[src/rtl/endstop_pkg.sv]
// Shared field widths and the event record carried from the endstop stage
// into the event log FIFO.
package endstop_pkg;

  localparam int POS_W = 64;
  localparam int CYC_W = 8;
  localparam int TS_W  = 32;
  localparam int OVF_W = 16;

  typedef struct packed {
    logic [TS_W-1:0]  ts;
    logic             level;
    logic [POS_W-1:0] pos;
    logic [CYC_W-1:0] cycles;
  } endstop_event_t;

  localparam int EVT_W = $bits(endstop_event_t);

endpackage

[src/rtl/endstop_event_log_fifo.sv]
// Generic synchronous first-word-fall-through FIFO. The head entry is always
// presented on rd_data. The occupancy count is the authoritative full/empty
// indicator, so the pointers need no extra wrap bit.
module event_fifo #(
  parameter int W      = 8,
  parameter int DEPTH  = 16,
  parameter int CNT_W  = $clog2(DEPTH) + 1,
  parameter int ADDR_W = $clog2(DEPTH)
) (
  input  logic             clk,
  input  logic             reset,
  input  logic             clear,
  input  logic             push,
  input  logic             pop,
  input  logic [W-1:0]     wr_data,
  output logic [W-1:0]     rd_data,
  output logic             full,
  output logic             empty,
  output logic [CNT_W-1:0] count
);

  logic [W-1:0]      mem_q [DEPTH];
  logic [ADDR_W-1:0] wr_ptr_q, wr_ptr_d;
  logic [ADDR_W-1:0] rd_ptr_q, rd_ptr_d;
  logic [CNT_W-1:0]  count_q, count_d;
  logic              push_ok, pop_ok;

  assign full    = (count_q == CNT_W'(DEPTH));
  assign empty   = (count_q == '0);
  assign count   = count_q;
  assign rd_data = mem_q[rd_ptr_q];

  // Qualify push/pop and compute next pointers and occupancy; clear wins.
  always_comb begin
    pop_ok   = pop && !empty && !clear;
    push_ok  = push && (!full || pop_ok) && !clear;
    wr_ptr_d = wr_ptr_q;
    rd_ptr_d = rd_ptr_q;
    count_d  = count_q;
    if (clear) begin
      wr_ptr_d = '0;
      rd_ptr_d = '0;
      count_d  = '0;
    end else begin
      if (push_ok) wr_ptr_d = wr_ptr_q + ADDR_W'(1);
      if (pop_ok)  rd_ptr_d = rd_ptr_q + ADDR_W'(1);
      case ({push_ok, pop_ok})
        2'b10:   count_d = count_q + CNT_W'(1);
        2'b01:   count_d = count_q - CNT_W'(1);
        default: count_d = count_q;
      endcase
    end
  end

  // Pointer and occupancy registers.
  always_ff @(posedge clk) begin
    if (reset) begin
      wr_ptr_q <= '0;
      rd_ptr_q <= '0;
      count_q  <= '0;
    end else begin
      wr_ptr_q <= wr_ptr_d;
      rd_ptr_q <= rd_ptr_d;
      count_q  <= count_d;
    end
  end

  // Storage write; contents need no reset because the head is masked when empty.
  always_ff @(posedge clk) begin
    if (push_ok) mem_q[wr_ptr_q] <= wr_data;
  end

endmodule

[src/rtl/endstop_event_log.sv]
// Timestamps debounced endstop edges and buffers them for the host. Events
// arriving while the buffer is full are dropped and counted.
module endstop_event_log
  import endstop_pkg::*;
#(
  parameter int DEPTH = 16,
  parameter int CNT_W = $clog2(DEPTH) + 1
) (
  input  logic             clk,
  input  logic             reset,
  input  logic             enable,
  input  logic             clear,
  input  logic             signal,
  input  logic             signal_changed,
  input  logic [63:0]      pos_in,
  input  logic [7:0]       cycles_in,
  input  logic             rd_pop,
  output logic             rd_valid,
  output logic             rd_level,
  output logic [63:0]      rd_pos,
  output logic [7:0]       rd_cycles,
  output logic [31:0]      rd_timestamp,
  output logic [CNT_W-1:0] count,
  output logic [15:0]      overflow_count,
  output logic [31:0]      timestamp
);

  logic [TS_W-1:0]  timestamp_q, timestamp_d;
  logic [OVF_W-1:0] overflow_q, overflow_d;
  logic             push_req, pop_req, pop_eff, drop;
  logic             fifo_full, fifo_empty;
  endstop_event_t   wr_event, rd_event;

  assign push_req = enable && signal_changed && !clear;
  assign pop_req  = rd_pop && !clear;
  assign pop_eff  = pop_req && !fifo_empty;
  assign drop     = push_req && fifo_full && !pop_eff;

  assign wr_event = '{ts: timestamp_q, level: signal, pos: pos_in, cycles: cycles_in};

  event_fifo #(
    .W     (EVT_W),
    .DEPTH (DEPTH),
    .CNT_W (CNT_W)
  ) u_fifo (
    .clk     (clk),
    .reset   (reset),
    .clear   (clear),
    .push    (push_req),
    .pop     (pop_req),
    .wr_data (wr_event),
    .rd_data (rd_event),
    .full    (fifo_full),
    .empty   (fifo_empty),
    .count   (count)
  );

  // Free-running timestamp and saturating drop counter next-state.
  always_comb begin
    timestamp_d = timestamp_q + TS_W'(1);
    overflow_d  = overflow_q;
    if (clear) begin
      overflow_d = '0;
    end else if (drop && (overflow_q != '1)) begin
      overflow_d = overflow_q + OVF_W'(1);
    end
  end

  // Timestamp and drop counter registers.
  always_ff @(posedge clk) begin
    if (reset) begin
      timestamp_q <= '0;
      overflow_q  <= '0;
    end else begin
      timestamp_q <= timestamp_d;
      overflow_q  <= overflow_d;
    end
  end

  assign rd_valid       = !fifo_empty;
  assign rd_level       = rd_valid ? rd_event.level  : 1'b0;
  assign rd_pos         = rd_valid ? rd_event.pos    : '0;
  assign rd_cycles      = rd_valid ? rd_event.cycles : '0;
  assign rd_timestamp   = rd_valid ? rd_event.ts     : '0;
  assign overflow_count = overflow_q;
  assign timestamp      = timestamp_q;

endmodule
[config.mk]
export PLATFORM = sky130hd
export DESIGN_NAME = endstop_event_log
export DESIGN_NICKNAME = d
export VERILOG_FILES = /design/src/rtl/endstop_pkg.sv /design/src/rtl/endstop_event_log_fifo.sv /design/src/rtl/endstop_event_log.sv
export SDC_FILE = /design/constraint.sdc
export NUM_CORES = 1
export LEC_CHECK = 0
export ABC_CLOCK_PERIOD_IN_PS = 13600
export BUFFER_PORTS_ARGS = -buffer_cell sky130_fd_sc_hd__buf_2
export CAP_MARGIN = 40
export CORE_MARGIN = 5
export CORE_UTILIZATION = 30
export DETAILED_ROUTE_END_ITERATION = 12
export PLACE_DENSITY = 0.48
export SYNTH_ARGS = -nofsm -noshare
export SYNTH_HDL_FRONTEND = slang
export SYNTH_SLANG_ARGS = --single-unit
export TNS_END_PERCENT = 100
[constraint.sdc]
create_clock -name clk -period 13.6 [get_ports clk]
set_input_delay 2.72 -clock clk [delete_from_list [all_inputs] [get_ports clk]]
set_output_delay 2.72 -clock clk [all_outputs]
set_load 0.03 [all_outputs]
=== Word-level counts from Yosys, hierarchy flattened ===
Memory sizes are Yosys's and may differ from the RTL's. A register that Yosys moved wholly into a read port is not among the register bits.
Index checks and enable logic that the tools add are counted.

* Bits in registers: 61
* Bits in writable memories: 1680
* Input port bits: 79
* Word-level logic and storage cells: 43
* Memories kept: 1

{| class="wikitable"
|+ Memory list
! name !! depth !! width !! read ports !! clocked after Yosys merged registers in !! write ports !! RTL line !! RTL
|-
| u_fifo.mem_q || 16 || 105 || 1 || 1 || 1 || endstop_event_log_fifo.sv:22 || <nowiki>logic [W-1:0] mem_q [DEPTH];</nowiki>
|}

* Add/subtract/negate cells: 6
* Eq/ne operators: 4
* Muxes and demuxes: 9
* Reductions and logical operators: 18

{| class="wikitable"
|+ Operators by type and width
! operator !! number
|-
| 64-bit two-way mux || 1
|-
| 32-bit by 1-bit adder with 32-bit output, second input constant || 1
|-
| 32-bit two-way mux || 1
|-
| 16-bit by 1-bit adder with 16-bit output, second input constant || 1
|-
| 16-bit inequality test, second input constant || 1
|-
| 1-bit logical AND || 10
|-
| 5-bit case mux with 2 select lines || 1
|-
| 4-bit by 1-bit adder with 4-bit output, second input constant || 2
|-
| 4-bit two-way mux || 2
|-
| 8-bit two-way mux || 1
|-
| 5-bit by 1-bit adder with 5-bit output, second input constant || 1
|-
| 5-bit equality test, second input constant || 1
|-
| 5-bit logical NOT || 1
|-
| 5-bit by 1-bit subtractor with 5-bit output, second input constant || 1
|-
| 1-bit logical NOT || 4
|-
| 1-bit two-way mux || 3
|-
| 2-bit by 1-bit equality test with 1-bit output, second input constant || 1
|-
| 2-bit equality test, second input constant || 1
|-
| 2-bit nonzero test || 1
|-
| 2-bit OR reduction || 1
|-
| 1-bit logical OR || 1
|}

=== Logic depth before layout (Yosys ltp) ===
Gate-level depths: netlist of run 1.

* Depth after elaboration: 9
* Gate-level depth with buffers: 12
* Depth with buffers taken out: 11

=== Modules after synthesis ===
Synthesis of run 1 repeated with hierarchy kept, for this count alone.

* Cells, all modules: 3065
* Area, all modules: 66854.1 um2

{| class="wikitable"
|+ By module, submodules not included
! module !! times used !! cells each !! area an instance (um2)
|-
| event_fifo || 1 || 2690 || 63767.4
|-
| endstop_event_log || 1 || 375 || 3086.7
|}

=== Worst setup path after synthesis of run 1 ===
OpenSTA, ideal clock, no wires.

* Path type: input to register
* Start: input clear
* End: memory u_fifo.mem_q[0][0] in the netlist's numbering (enable)
* Library setup time: 0.827 ns
* Arrival: 13.480 ns
* Data required time: 12.773 ns
* Path slack: -0.707 ns
* Cell stages on the path: 4
* Cell sequence: nand2b_1 > a31oi_1 > inv_1 > nor4_1

* Cells in the longest elaborated chain, start to end: 9

{| class="wikitable"
|+ RTL lines
! element !! RTL line !! RTL
|-
| from (decl) || endstop_event_log.sv:12 || <nowiki>input logic clear,</nowiki>
|-
| 1-bit logical NOT (*) || n/a ||
|-
| 1-bit logical AND || endstop_event_log.sv:35 || <nowiki>assign pop_req = rd_pop && !clear;</nowiki>
|-
| 1-bit logical AND (2 in a row) || endstop_event_log_fifo.sv:35 || <nowiki>pop_ok = pop && !empty && !clear;</nowiki>
|-
| 1-bit logical OR || endstop_event_log_fifo.sv:36 || <nowiki>push_ok = push && (!full || pop_ok) && !clear;</nowiki>
|-
| 1-bit logical AND || endstop_event_log_fifo.sv:36 ||
|-
| 1-bit logical AND (*) || endstop_event_log_fifo.sv:36 ||
|-
| 1-bit two-way mux (*) || endstop_event_log_fifo.sv:70 || <nowiki>if (push_ok) mem_q[wr_ptr_q] <= wr_data;</nowiki>
|-
| 1-bit two-way mux (not written as such) (*) || endstop_event_log_fifo.sv:70 ||
|-
| to (decl) || endstop_event_log_fifo.sv:22 ||
|}

Every way passes the cells marked *; elsewhere a longest branch is shown, timed or not.

==> summary.log, run 1 <==
qor: run_status.outcome finished clean
qor: drt.dr.first_iter.drc_count 2,705
qor: finish.design_area 79,070 sq um
qor: synth.synthesis.area 67,660 sq um
qor: finish.drive_gt1_frac 0.2753
qor: drt.via_count 33,230
qor: timing.unrepaired_setup_endpoints_after_global_routing no
qor: clock_network.numCtsBuffers 188
qor: global_routing.grt_antenna_before_repair 28
qor: synth.most_instantiated_cells_after_synthesis 1,680 x sky130_fd_sc_hd__edfxtp_1, 348 x sky130_fd_sc_hd__mux4_2, 244 x sky130_fd_sc_hd__mux2i_1
qor: worst_setup_path.arrival_worst_endpoint 4.48 ns
qor: power.internal_power 0.008709 W
qor: place.place_congestion 0.6904
qor: drt.wire_per_inst 26.91 microns
qor: floorplanning.fp.dieArea 235,100 sq um
qor: finish.design.final.nets 3,678
qor: power.clkPwrFrac 0.448
qor: power.power.switching 0.002206 W
qor: clock_network.tritoncts yes
qor: clock_network.max-clock-path-buffers 3
qor: synth.netlist_instances 3,252
qor: clock_network.clock_latency 0.81 ns
qor: floorplanning.start_util 0.3011
qor: power.cellPowerDensity 138.0 nW/um^2
qor: drt.postRouteAntennaNets 0
qor: clock_network.clock_sinks 1,745
qor: timing.final_period_minus_worst_setup_slack 7.202 ns
qor: floorplanning.design.core.area 224,700 sq um
qor: synth.synthFlopType sky130_fd_sc_hd__edfxtp_1
qor: timing.fin_tns_setup 0 ns
qor: worst_setup_path.path_class reg -> out
qor: place.total_half_perimeter_wirelength_after_legalization_and_detailed_placement 95,580 microns
qor: floorplanning.die_width 484.9 microns
qor: clock_network.clk_pin_slew 0.06 ns
qor: timing.finalClockSkew 0.02606 ns
qor: drt.detailedRoute.firstPassIterationCount 5
qor: drt.drc 0
qor: global_routing.globalRouteOverflowTotal 0
qor: worst_setup_path.critical_path_required 10.88 ns
qor: global_routing.grt_pass1_wl 259,300 microns
qor: worst_setup_path.cp-end-kind output pin
qor: place.placedInstanceArea 73,220 sq um
qor: synth.synth_seq_area_share 0.7649
qor: worst_setup_path.worstPathMaxFanout 68
qor: clock_network.post_cts.repair.setup_buffers 0
qor: timing.timing.final.setup_violations 0
qor: worst_setup_path.crit_start_category flop
qor: drt.wl 181,000 microns
qor: power.vdd_ir_drop_max 0.1280 mV
qor: timing.maxSlewHeadroom 0.3001
qor: synth.synth_nets 3,342
qor: global_routing.number_of_global_route_vias_before_repair 34,710
qor: place.io_buffers 237
qor: floorplanning.num_rows 174
qor: power.p_leak 23.94 nW
qor: min_path.hp-class reg -> reg
qor: job.max-cap-violations 0
qor: synth.count_of_warnings_emitted_by_yosys 0
qor: clock_network.h-tree-depth 4
qor: synth.area_fraction_of_the_dominant_cell_type_after_synthesis 0.7457
qor: clock_network.clockRootBuffer sky130_fd_sc_hd__clkbuf_16
qor: synth.postSynthAreaPerCell 20.80 sq um
qor: timing.clock.fmax 138.9 MHz
qor: drt.vias_per_cell 4.940
qor: power.sequentialPowerShare 0.539
qor: synth.ys_async_sr_fraction 0
qor: finish.final_core_util 0.3519
qor: synth.synth.distinct_cells 48
qor: floorplanning.i_o_pins 238
qor: timing.finalHoldViolCount 0
qor: finish.layout.filler_cells 21,070
qor: power.power.share.switching 0.2021
qor: synth.post_synth_edffs 1,680
qor: floorplanning.die_height 484.9 microns
qor: finish.area_delta_synth_final 16.87%
qor: clock_network.ctsHoldBuffers 0
qor: global_routing.grt_max_degree 111
qor: synth.synthDominantAreaCellType sky130_fd_sc_hd__edfxtp_1
qor: clock_network.post_cts_resize_count 0
qor: synth.synthMostInstantiatedCell sky130_fd_sc_hd__edfxtp_1
qor: timing.max_slew.worst_pin.slew 1.050 ns
qor: timing.maxSlewViolCount 0
qor: timing.finalHoldWorstSlack 0.5055 ns
qor: synth.yosys-top-cells-area sky130_fd_sc_hd__edfxtp_1 75%, sky130_fd_sc_hd__mux4_2 12%, sky130_fd_sc_hd__mux2i_1 3.6%
qor: timing.layout_worst_path_cycle_share 0.5295
qor: global_routing.global_route.usage.total 0.1512
qor: power.power.share.combinational 0.013
qor: power.design_power_total 0.01092 W
qor: synth.ys_seq_elements 1,745
## area by class of cell
type                            count  area, sq um  share of cell area
Antenna cell                        8        20.02           0.0002532
Timing Repair Buffer              337         2412             0.03051
Clock inverter                     97        855.8             0.01082
Tap cell                         2992         3744             0.04735
Multi-Input combinational cell   1302        15250              0.1928
Sequential cell                  1745        51760              0.6546
Inverter                           14        57.56           0.0007279
Clock buffer                      232         4974             0.06290
## cells by family (layout without fill, tap and decap cells)
logic type	count (synthesis)	count (layout)	share of synthesized area
xor gates and xnor gates	45	45	0.005825
AOI/OAI and AO/OA	306	306	0.03236
buffers and inverters	205	680	0.01165
muxes	647	647	0.1611
DFF	1745	1745	0.7649
adders and majority gates	11	11	0.002034
other	0	8	0
and+or+nand+nor	293	293	0.02214
## stage by stage
step / setup slack, ns / std cells
after floorplan: -0.7068 / 3252
after global placement: 6.575 / 6366
after detailed placement: 7.077 / 6390
after CTS: 6.165 / 6719
after global routing: 5.980 / 6721
final: 6.398 / 6727
## metal layers
metal	vias to the layer above	global-route usage	wire length, microns
met2	754	0.2498	88430
met1	17870	0.2023	78610
met3	279	0.03395	9567
li1	14320	-	-
met4	14	0.03914	4333
met5	-	0	77
## state kept, by name, indices dropped and copies added (netlist names), named ones only
register,flops
u_fifo.wr_ptr_q,4
u_fifo.rd_ptr_q,4
u_fifo.count,5
overflow_count,16
timestamp,32
u_fifo.mem_q,1680
## path summary, 6_finish.rpt
check,slack [ns],from,cells past startpoint,to
worst min-delay path,0.51,overflow_count[1],2,overflow_count[1]
worst max register to register,9.90,u_fifo.count[1],8,u_fifo.mem_q[6][22]
worst max-delay path,6.40,flop,7,rd_pos[31]
worst min register to register,0.51,overflow_count[1],2,overflow_count[1]
## power by group through the flow
stage / clock network, W / registers (W) / logic, W
4_1_cts: 0.00504 / 0.00588 / 0.000152
5_1_grt: 0.00527 / 0.00588 / 0.000162
3_5_place_dp: 0 / 0.00599 / 0.000151
6_report: 0.00489 / 0.00588 / 0.000147
3_3_place_gp: 0 / 0.00599 / 0.000147
2_1_floorplan: 0 / 0.00600 / 0.0000540
## layout by cell type, fill, tap and decap left out, drive strengths merged, types with 27 or more instances in the layout
cell type / synthesis / layout
dfxtp: 65 / 65
nor2: 117 / 117
nor2b: 57 / 57
a21oi: 33 / 33
xor2: 27 / 27
o211ai: 36 / 36
o221ai: 55 / 55
buf: 56 / 337
mux2i: 244 / 244
mux2: 55 / 55
a2111oi: 55 / 55
edfxtp: 1680 / 1680
clkbuf: 135 / 232
clkinv: 0 / 70
mux4: 348 / 348
o22ai: 88 / 88
## worst max-delay path, cell delays in order, from the launching register on
cell and delay, ns:
sky130_fd_sc_hd__dfxtp_4 0.86, sky130_fd_sc_hd__inv_6 0.47, sky130_fd_sc_hd__nand2_4 0.60, sky130_fd_sc_hd__buf_4 0.46
sky130_fd_sc_hd__buf_12 0.28, sky130_fd_sc_hd__o221ai_1 0.14, sky130_fd_sc_hd__o22ai_1 0.49, sky130_fd_sc_hd__buf_2 0.30
Power figures use the tool's default switching activity.
==> run 2, diff against run 1 <==
ABC_CLOCK_PERIOD_IN_PS = 6910   (was 13600)
PLACE_DENSITY = 0.47   (was 0.48)
clock period = 6.91 ns   (was 13.6 ns; I/O delays follow)
==> run 2 against run 1 <==
Non-clock buffer count decreased by 8; register-to-register slack got worse by 6.5 ns; combinational power increased by 93%; critical path type unchanged; die area unchanged; sequential power up 97%; count of clock-buffer cells in the layout rose by 20; global-route usage about the same; total power increased by 98%; highest routed layer unchanged; largest cell class unchanged; critical path depth rose by 1.
==> summary.log, run 2 (same netlist as run 1, synthesis figures left out) <==
qor: run_status.outcome finished clean
qor: clock_network.clock_latency 0.82 ns [about the same]
qor: global_routing.globalRouteOverflowTotal 0 [unchanged]
qor: place.place_worst_setup_slack 1.987 ns [-5.090 ns]
qor: timing.finalHoldWorstSlack 0.5037 ns [-0.001790 ns]
qor: finish.layout.filler_cells 21,040 [-0.13%]
qor: finish.design.final.nets 3,673 [-0.14%]
qor: clock_network.post_cts.repair.setup_buffers 0 [unchanged]
qor: floorplanning.i_o_pins 238 [unchanged]
qor: finish.area_delta_synth_final 17.19%
qor: power.design_power_total 0.02156 W [+98%]
qor: global_routing.global_route.usage.total 0.1508 [-0.0003770]
qor: power.vdd_ir_drop_max 0.1935 mV [+51%]
qor: worst_setup_path.cp-end-kind output pin
qor: clock_network.ctsHoldBuffers 0 [unchanged]
qor: power.internal_power 0.01707 W [+96%]
qor: clock_network.post_cts_resize_count 0 [unchanged]
qor: drt.postRouteAntennaNets 0 [unchanged]
qor: floorplanning.die_width 484.9 microns [unchanged]
qor: worst_setup_path.arrival_worst_endpoint 4.39 ns [-0.09 ns]
qor: timing.finalClockSkew 0.03581 ns [+0.009753 ns]
qor: drt.wl 180,700 microns [-0.18%]
qor: drt.dr.first_iter.drc_count 2,215 [-18%]
qor: clock_network.clockRootBuffer sky130_fd_sc_hd__clkbuf_16
qor: worst_setup_path.worstReg2RegStart u_fifo.count[1]
qor: timing.clock.fmax 173.2 MHz
qor: timing.unrepaired_setup_endpoints_after_global_routing no
qor: worst_setup_path.worstPathMaxFanout 59 [-13%]
qor: clock_network.clock_sinks 1,745 [unchanged]
qor: timing.max_slew.worst_pin.slew 1.065 ns [+0.01516 ns]
qor: global_routing.grt_antenna_before_repair 30 [+7.1%]
qor: timing.layout_setup_ws 1.136 ns [-5.262 ns]
qor: place.total_half_perimeter_wirelength_after_legalization_and_detailed_placement 91,500 microns [-4.3%]
qor: drt.vias_per_cell 4.948 [+0.17%]
qor: finish.number_of_flip_flops_in_the_largest_register 1,680 [unchanged]
qor: clock_network.h-tree-depth 4 [unchanged]
qor: timing.maxSlewViolCount 0 [unchanged]
qor: global_routing.number_of_global_route_vias_before_repair 34,790 [+0.22%]
qor: clock_network.tritoncts yes
qor: drt.wire_per_inst 26.79 microns [-0.45%]
qor: clock_network.max-clock-path-buffers 3 [unchanged]
qor: timing.layout_worst_path_cycle_share 0.8355
qor: power.power.share.switching 0.2082 [+0.006057]
qor: power.power.switching 0.004488 W [+100%]
qor: power.clkPwrFrac 0.450 [+0.002]
qor: finish.most-common-layout-cells 1,680 x sky130_fd_sc_hd__edfxtp_1, 348 x sky130_fd_sc_hd__mux4_2, 244 x sky130_fd_sc_hd__mux2i_1, 237 x sky130_fd_sc_hd__buf_2, 191 x sky130_fd_sc_hd__clkbuf_16
qor: finish.most_frequent_standard_cell_in_the_layout_excluding_fill_and_tap_cells sky130_fd_sc_hd__edfxtp_1
qor: finish.largest_register_by_flop_count u_fifo.mem_q
qor: clock_network.numCtsBuffers 191 [+1.6%]
qor: global_routing.grt_max_degree 142 [+28%]
qor: job.max-cap-violations 0 [unchanged]
qor: min_path.timing.hold.worst.start overflow_count[1]
qor: worst_setup_path.critical_path_required 5.53 ns [-5.35 ns]
qor: worst_setup_path.path_class reg -> out
qor: floorplanning.design.core.area 224,700 sq um [unchanged]
qor: floorplanning.die_height 484.9 microns [unchanged]
qor: place.place_congestion 0.6937 [+0.48%]
qor: power.p_leak 23.95 nW [about the same]
qor: drt.via_count 33,380 [+0.44%]
qor: clock_network.clk_pin_slew 0.06 ns [about the same]
qor: global_routing.grt_pass1_wl 259,500 microns [about the same]
qor: timing.final_period_minus_worst_setup_slack 5.774 ns
qor: power.power.share.combinational 0.013 [about the same]
qor: timing.maxSlewHeadroom 0.2900 [-0.01011]
qor: timing.finalHoldViolCount 0 [unchanged]
qor: place.io_buffers 237 [unchanged]
qor: min_path.hp-class reg -> reg
qor: finish.drive_gt1_frac 0.2727 [-0.002585]
qor: drt.detailedRoute.firstPassIterationCount 5 [unchanged]
qor: floorplanning.num_rows 174 [unchanged]
qor: power.cellPowerDensity 272.0 nW/um^2 [+97%]
qor: floorplanning.fp.dieArea 235,100 sq um [unchanged]
qor: floorplanning.start_util 0.3011 [unchanged]
qor: timing.fin_tns_setup 0 ns [unchanged]
qor: timing.timing.final.setup_violations 0 [unchanged]
qor: drt.drc 0 [unchanged]
qor: power.sequentialPowerShare 0.537 [-0.002]
qor: worst_setup_path.crit_start_category flop
[run 2: routing by layer]
metal / part of all wire / GRT usage / vias up
met5: 0.00042 / 0 / -
met4: 0.023 / 0.03849 / 12
met3: 0.052 / 0.03268 / 263
met2: 0.49 / 0.2525 / 751
met1: 0.43 / 0.1999 / 18030
li1: - / - / 14320
[run 2: critical path, stage by stage, from the launching register on]
cell and delay, ns:
sky130_fd_sc_hd__dfxtp_4 0.74, sky130_fd_sc_hd__inv_6 0.35, sky130_fd_sc_hd__buf_4 0.31, sky130_fd_sc_hd__buf_16 0.21, sky130_fd_sc_hd__nor2_4 0.73, sky130_fd_sc_hd__a21oi_1 0.15
sky130_fd_sc_hd__o211ai_1 0.14, sky130_fd_sc_hd__o21ai_0 0.39, sky130_fd_sc_hd__buf_2 0.35
[run 2: path summary, 6_finish.rpt]
kind	to	slack, ns	cells after the start
max	rd_timestamp[13]	1.14	8
min	overflow_count[1]	0.50	2
min reg2reg	overflow_count[1]	0.50	2
max reg2reg	u_fifo.count[4]	3.45	12
[run 2: final cells by class]
cell class / instances / area (sq um) / area share
Clock inverter: 102 / 925.9 / 0.01168
Antenna cell: 9 / 22.52 / 0.0002841
Clock buffer: 252 / 5069 / 0.06393
Tap cell: 2992 / 3744 / 0.04722
Inverter: 14 / 57.56 / 0.0007259
Sequential cell: 1745 / 51760 / 0.6528
Multi-Input combinational cell: 1302 / 15290 / 0.1928
Timing Repair Buffer: 329 / 2420 / 0.03052
[run 2: metrics by stage]
step | instances | utilization | cell area [sq um]
2_1_floorplan | 3252 | - | 67690
3_3_place_gp | 6375 | 0.3255 | 73140
3_5_place_dp | 6381 | 0.3260 | 73250
4_1_cts | 6735 | 0.3527 | 79250
5_1_grt | 6738 | 0.3528 | 79270
6_report | 6745 | 0.3529 | 79280
[run 2: power groups by stage]
stage          clock [W]  combinational [W]  sequential, W
2_1_floorplan          0           0.000107         0.0118
3_3_place_gp           0           0.000286         0.0118
3_5_place_dp           0           0.000294         0.0118
4_1_cts           0.0100           0.000294         0.0116
5_1_grt           0.0105           0.000313         0.0116
6_report         0.00970           0.000284         0.0116
==> run 3, diff against run 2 <==
ABC_CLOCK_PERIOD_IN_PS = 6040   (was 6910)
clock period = 6.04 ns   (was 6.91 ns; I/O delays follow)
==> run 3 against run 2 <==
Die area unchanged; sequential share of layout area decreased by 0.057 points; total power is 13% higher; sequential power rose by 14%; clock power rose by 11%; global-route usage up 0.074 points; final area about the same; critical path depth shrank 2; routed wire length increased by 0.50%; critical path type unchanged; first-iteration DRC count grew 12%; combinational power increased by 15%; non-clock buffer count increased by 26.
==> summary.log, run 3 (same netlist as run 1, synthesis figures left out) <==
qor: clock_network.numCtsBuffers 188 [-1.6%]
qor: drt.met1Wirelength 78,940 microns [+1.4%]
qor: drt.detailedRoute.firstPassIterationCount 5 [unchanged]
qor: worst_setup_path.ff2ff_path_depth 11 [-1]
qor: timing.fin_tns_setup 0 ns [unchanged]
qor: job.max-cap-violations 0 [unchanged]
qor: drt.wire_per_inst 26.85 microns [+0.21%]
qor: global_routing.grt_max_degree 120 [-15%]
qor: floorplanning.i_o_pins 238 [unchanged]
qor: drt.dr.first_iter.drc_count 2,487 [+12%]
qor: clock_network.h-tree-depth 4 [unchanged]
qor: power.cellPowerDensity 306.8 nW/um^2 [+13%]
qor: drt.total_length_of_routed_met3_wires 8272 microns [-12%]
qor: timing.timing.final.setup_violations 0 [unchanged]
qor: power.design_power_total 0.02435 W [+13%]
qor: finish.number_of_flip_flops_in_the_largest_register 1,680 [unchanged]
qor: worst_setup_path.worstPathMaxFanout 41 [-31%]
qor: place.io_buffers 237 [unchanged]
qor: clock_network.clock_sinks 1,745 [unchanged]
qor: min_path.whs_path_depth 2 [unchanged]
qor: worst_setup_path.arrival_worst_endpoint 3.99 ns [-0.40 ns]
qor: drt.wl 181,600 microns [+0.50%]
qor: timing.final_period_minus_worst_setup_slack 5.199 ns
qor: finish.area_delta_synth_final 17.29% [about the same]
qor: worst_setup_path.crit_start_category flop
qor: global_routing.globalRouteOverflowTotal 0 [unchanged]
qor: min_path.min_delay_worst_endpoint overflow_count[5]
qor: clock_network.post_cts.repair.setup_buffers 0 [unchanged]
qor: clock_network.tritoncts yes
qor: power.p_leak 23.99 nW [+0.15%]
qor: floorplanning.num_rows 174 [unchanged]
qor: clock_network.ctsHoldBuffers 0 [unchanged]
qor: global_routing.grt_antenna_before_repair 32 [+6.7%]
qor: floorplanning.start_util 0.3011 [unchanged]
qor: floorplanning.design.core.area 224,700 sq um [unchanged]
qor: finish.design_area 79,350 sq um [about the same]
qor: global_routing.global_route.usage.total 0.1516 [+0.0007355]
qor: worst_setup_path.cp-end-kind output pin
qor: place.place_congestion 0.7011 [+1.1%]
qor: finish.design.final.nets 3,696 [+0.63%]
qor: finish.layout.filler_cells 21,020 [-0.076%]
qor: worst_setup_path.path_class reg -> out
qor: drt.vias_per_cell 4.926 [-0.45%]
qor: floorplanning.die_width 484.9 microns [unchanged]
qor: timing.clock.fmax 192.4 MHz
qor: worst_setup_path.critical_path_required 4.83 ns [-0.70 ns]
qor: clock_network.clock_latency 0.82 ns [about the same]
qor: timing.max_slew.worst_pin.slew 0.9916 ns [-0.07339 ns]
qor: worst_setup_path.cp_slowest_stage_delay 0.77 ns [+0.03 ns]
qor: finish.largest_register_by_flop_count u_fifo.mem_q
qor: global_routing.number_of_global_route_vias_before_repair 34,940 [+0.43%]
qor: finish.final_core_util 0.3532 [about the same]
qor: drt.drc 0 [unchanged]
qor: finish.most-common-layout-cells 1,680 x sky130_fd_sc_hd__edfxtp_1, 348 x sky130_fd_sc_hd__mux4_2, 244 x sky130_fd_sc_hd__mux2i_1, 238 x sky130_fd_sc_hd__buf_2, 191 x sky130_fd_sc_hd__clkbuf_16
qor: clock_network.clockRootBuffer sky130_fd_sc_hd__clkbuf_16
qor: timing.maxSlewHeadroom 0.3389 [+0.04893]
qor: timing.finalClockSkew 0.03635 ns [+0.0005308 ns]
qor: worst_setup_path.worstReg2RegStart u_fifo.count[1]
qor: min_path.hp-class reg -> reg
qor: timing.finalHoldViolCount 0 [unchanged]
qor: global_routing.grt_pass1_wl 260,200 microns [+0.29%]
qor: timing.unrepaired_setup_endpoints_after_global_routing no
qor: drt.wl_met2 90,130 microns [+1.0%]
qor: finish.drive_gt1_frac 0.2719 [-0.0007732]
qor: finish.most_frequent_standard_cell_in_the_layout_excluding_fill_and_tap_cells sky130_fd_sc_hd__edfxtp_1
qor: min_path.timing.hold.worst.start overflow_count[5]
qor: run_status.outcome finished clean
qor: worst_setup_path.cp_cell_sequence inv_6, nand2_4, buf_4, o221ai_1, o22ai_1, buf_2
qor: drt.via_count 33,320 [-0.17%]
qor: place.placedInstanceArea 73,610 sq um [+0.49%]
qor: floorplanning.die_height 484.9 microns [unchanged]
qor: clock_network.clk_pin_slew 0.06 ns [about the same]
qor: clock_network.max-clock-path-buffers 3 [unchanged]
qor: power.vdd_ir_drop_max 0.2998 mV [+55%]
qor: drt.postRouteAntennaNets 0 [unchanged]
qor: worst_setup_path.reg2reg_to u_fifo.count[4]
qor: timing.finalHoldWorstSlack 0.5009 ns [-0.002825 ns]
qor: floorplanning.fp.dieArea 235,100 sq um [unchanged]
qor: drt.dr_top_layer met5
qor: worst_setup_path.slowest_stage sky130_fd_sc_hd__dfxtp_4
qor: timing.maxSlewViolCount 0 [unchanged]
qor: place.total_half_perimeter_wirelength_after_legalization_and_detailed_placement 95,890 microns [+4.8%]
qor: timing.layout_worst_path_cycle_share 0.8607
qor: worst_setup_path.worst-r2r-setup-slack 2.29 ns [-1.16 ns]
qor: clock_network.post_cts_resize_count 0 [unchanged]
[run 3: per-stage QoR]
step / setup slack (ns) / cells
finish: 0.8411 / 6764
detailed placement: 1.493 / 6408
floorplan: -2.376 / 3252
CTS: 0.7821 / 6754
global route: 0.7304 / 6758
global placement: 1.393 / 6400
[run 3: routing by layer]
metal	GRT usage	vias up
li1	-	14380
met1	0.2009	17920
met2	0.2557	705
met3	0.03102	296
met4	0.03740	16
met5	0	-
[run 3: worst max path at each step]
| stage | cells past startpoint | slack [ns] | from | to |
|---|---|---|---|---|
| CTS | 6 | 0.78 | flop | rd_timestamp[8] |
| global placement | 6 | 1.39 | clear | u_fifo.mem_q[3][54] |
| detailed placement | 12 | 1.49 | clear | u_fifo.count[4] |
| global route | 6 | 0.73 | flop | rd_pos[31] |
| floorplan | 4 | -2.38 | clear | u_fifo.mem_q[0][0] |
| finish | 6 | 0.84 | flop | rd_timestamp[8] |
[run 3: worst max-delay path, delay by kind of cell, from the launching register on]
family / cells / cell delay (ns)
buffers and inverters: 3 / 1.20
AOI/OAI and AO/OA: 2 / 0.73
DFF: 1 / 0.77
and+or+nand+nor: 1 / 0.29
[run 3: area by class of cell]
type,instances,area [sq um],area share
flip-flops and latches,1745,51760,0.6523
diodes,10,25.02,0.0003153
clock inverters,91,684.4,0.008625
multi-input cells,1302,15310,0.1929
inverters,14,57.56,0.0007253
clock buffers,255,5030,0.06338
well taps,2992,3744,0.04718
repair buffers,355,2746,0.03461
[run 3: report_power, final]
| group | internal, W | total, W | switching, W |
|---|---|---|---|
| clock network | 0.00608 | 0.0108 | 0.00469 |
| logic | 0.0000847 | 0.000327 | 0.000243 |
| registers | 0.0132 | 0.0132 | 0.0000122 |
| total | 0.0194 | 0.0243 | 0.00495 |
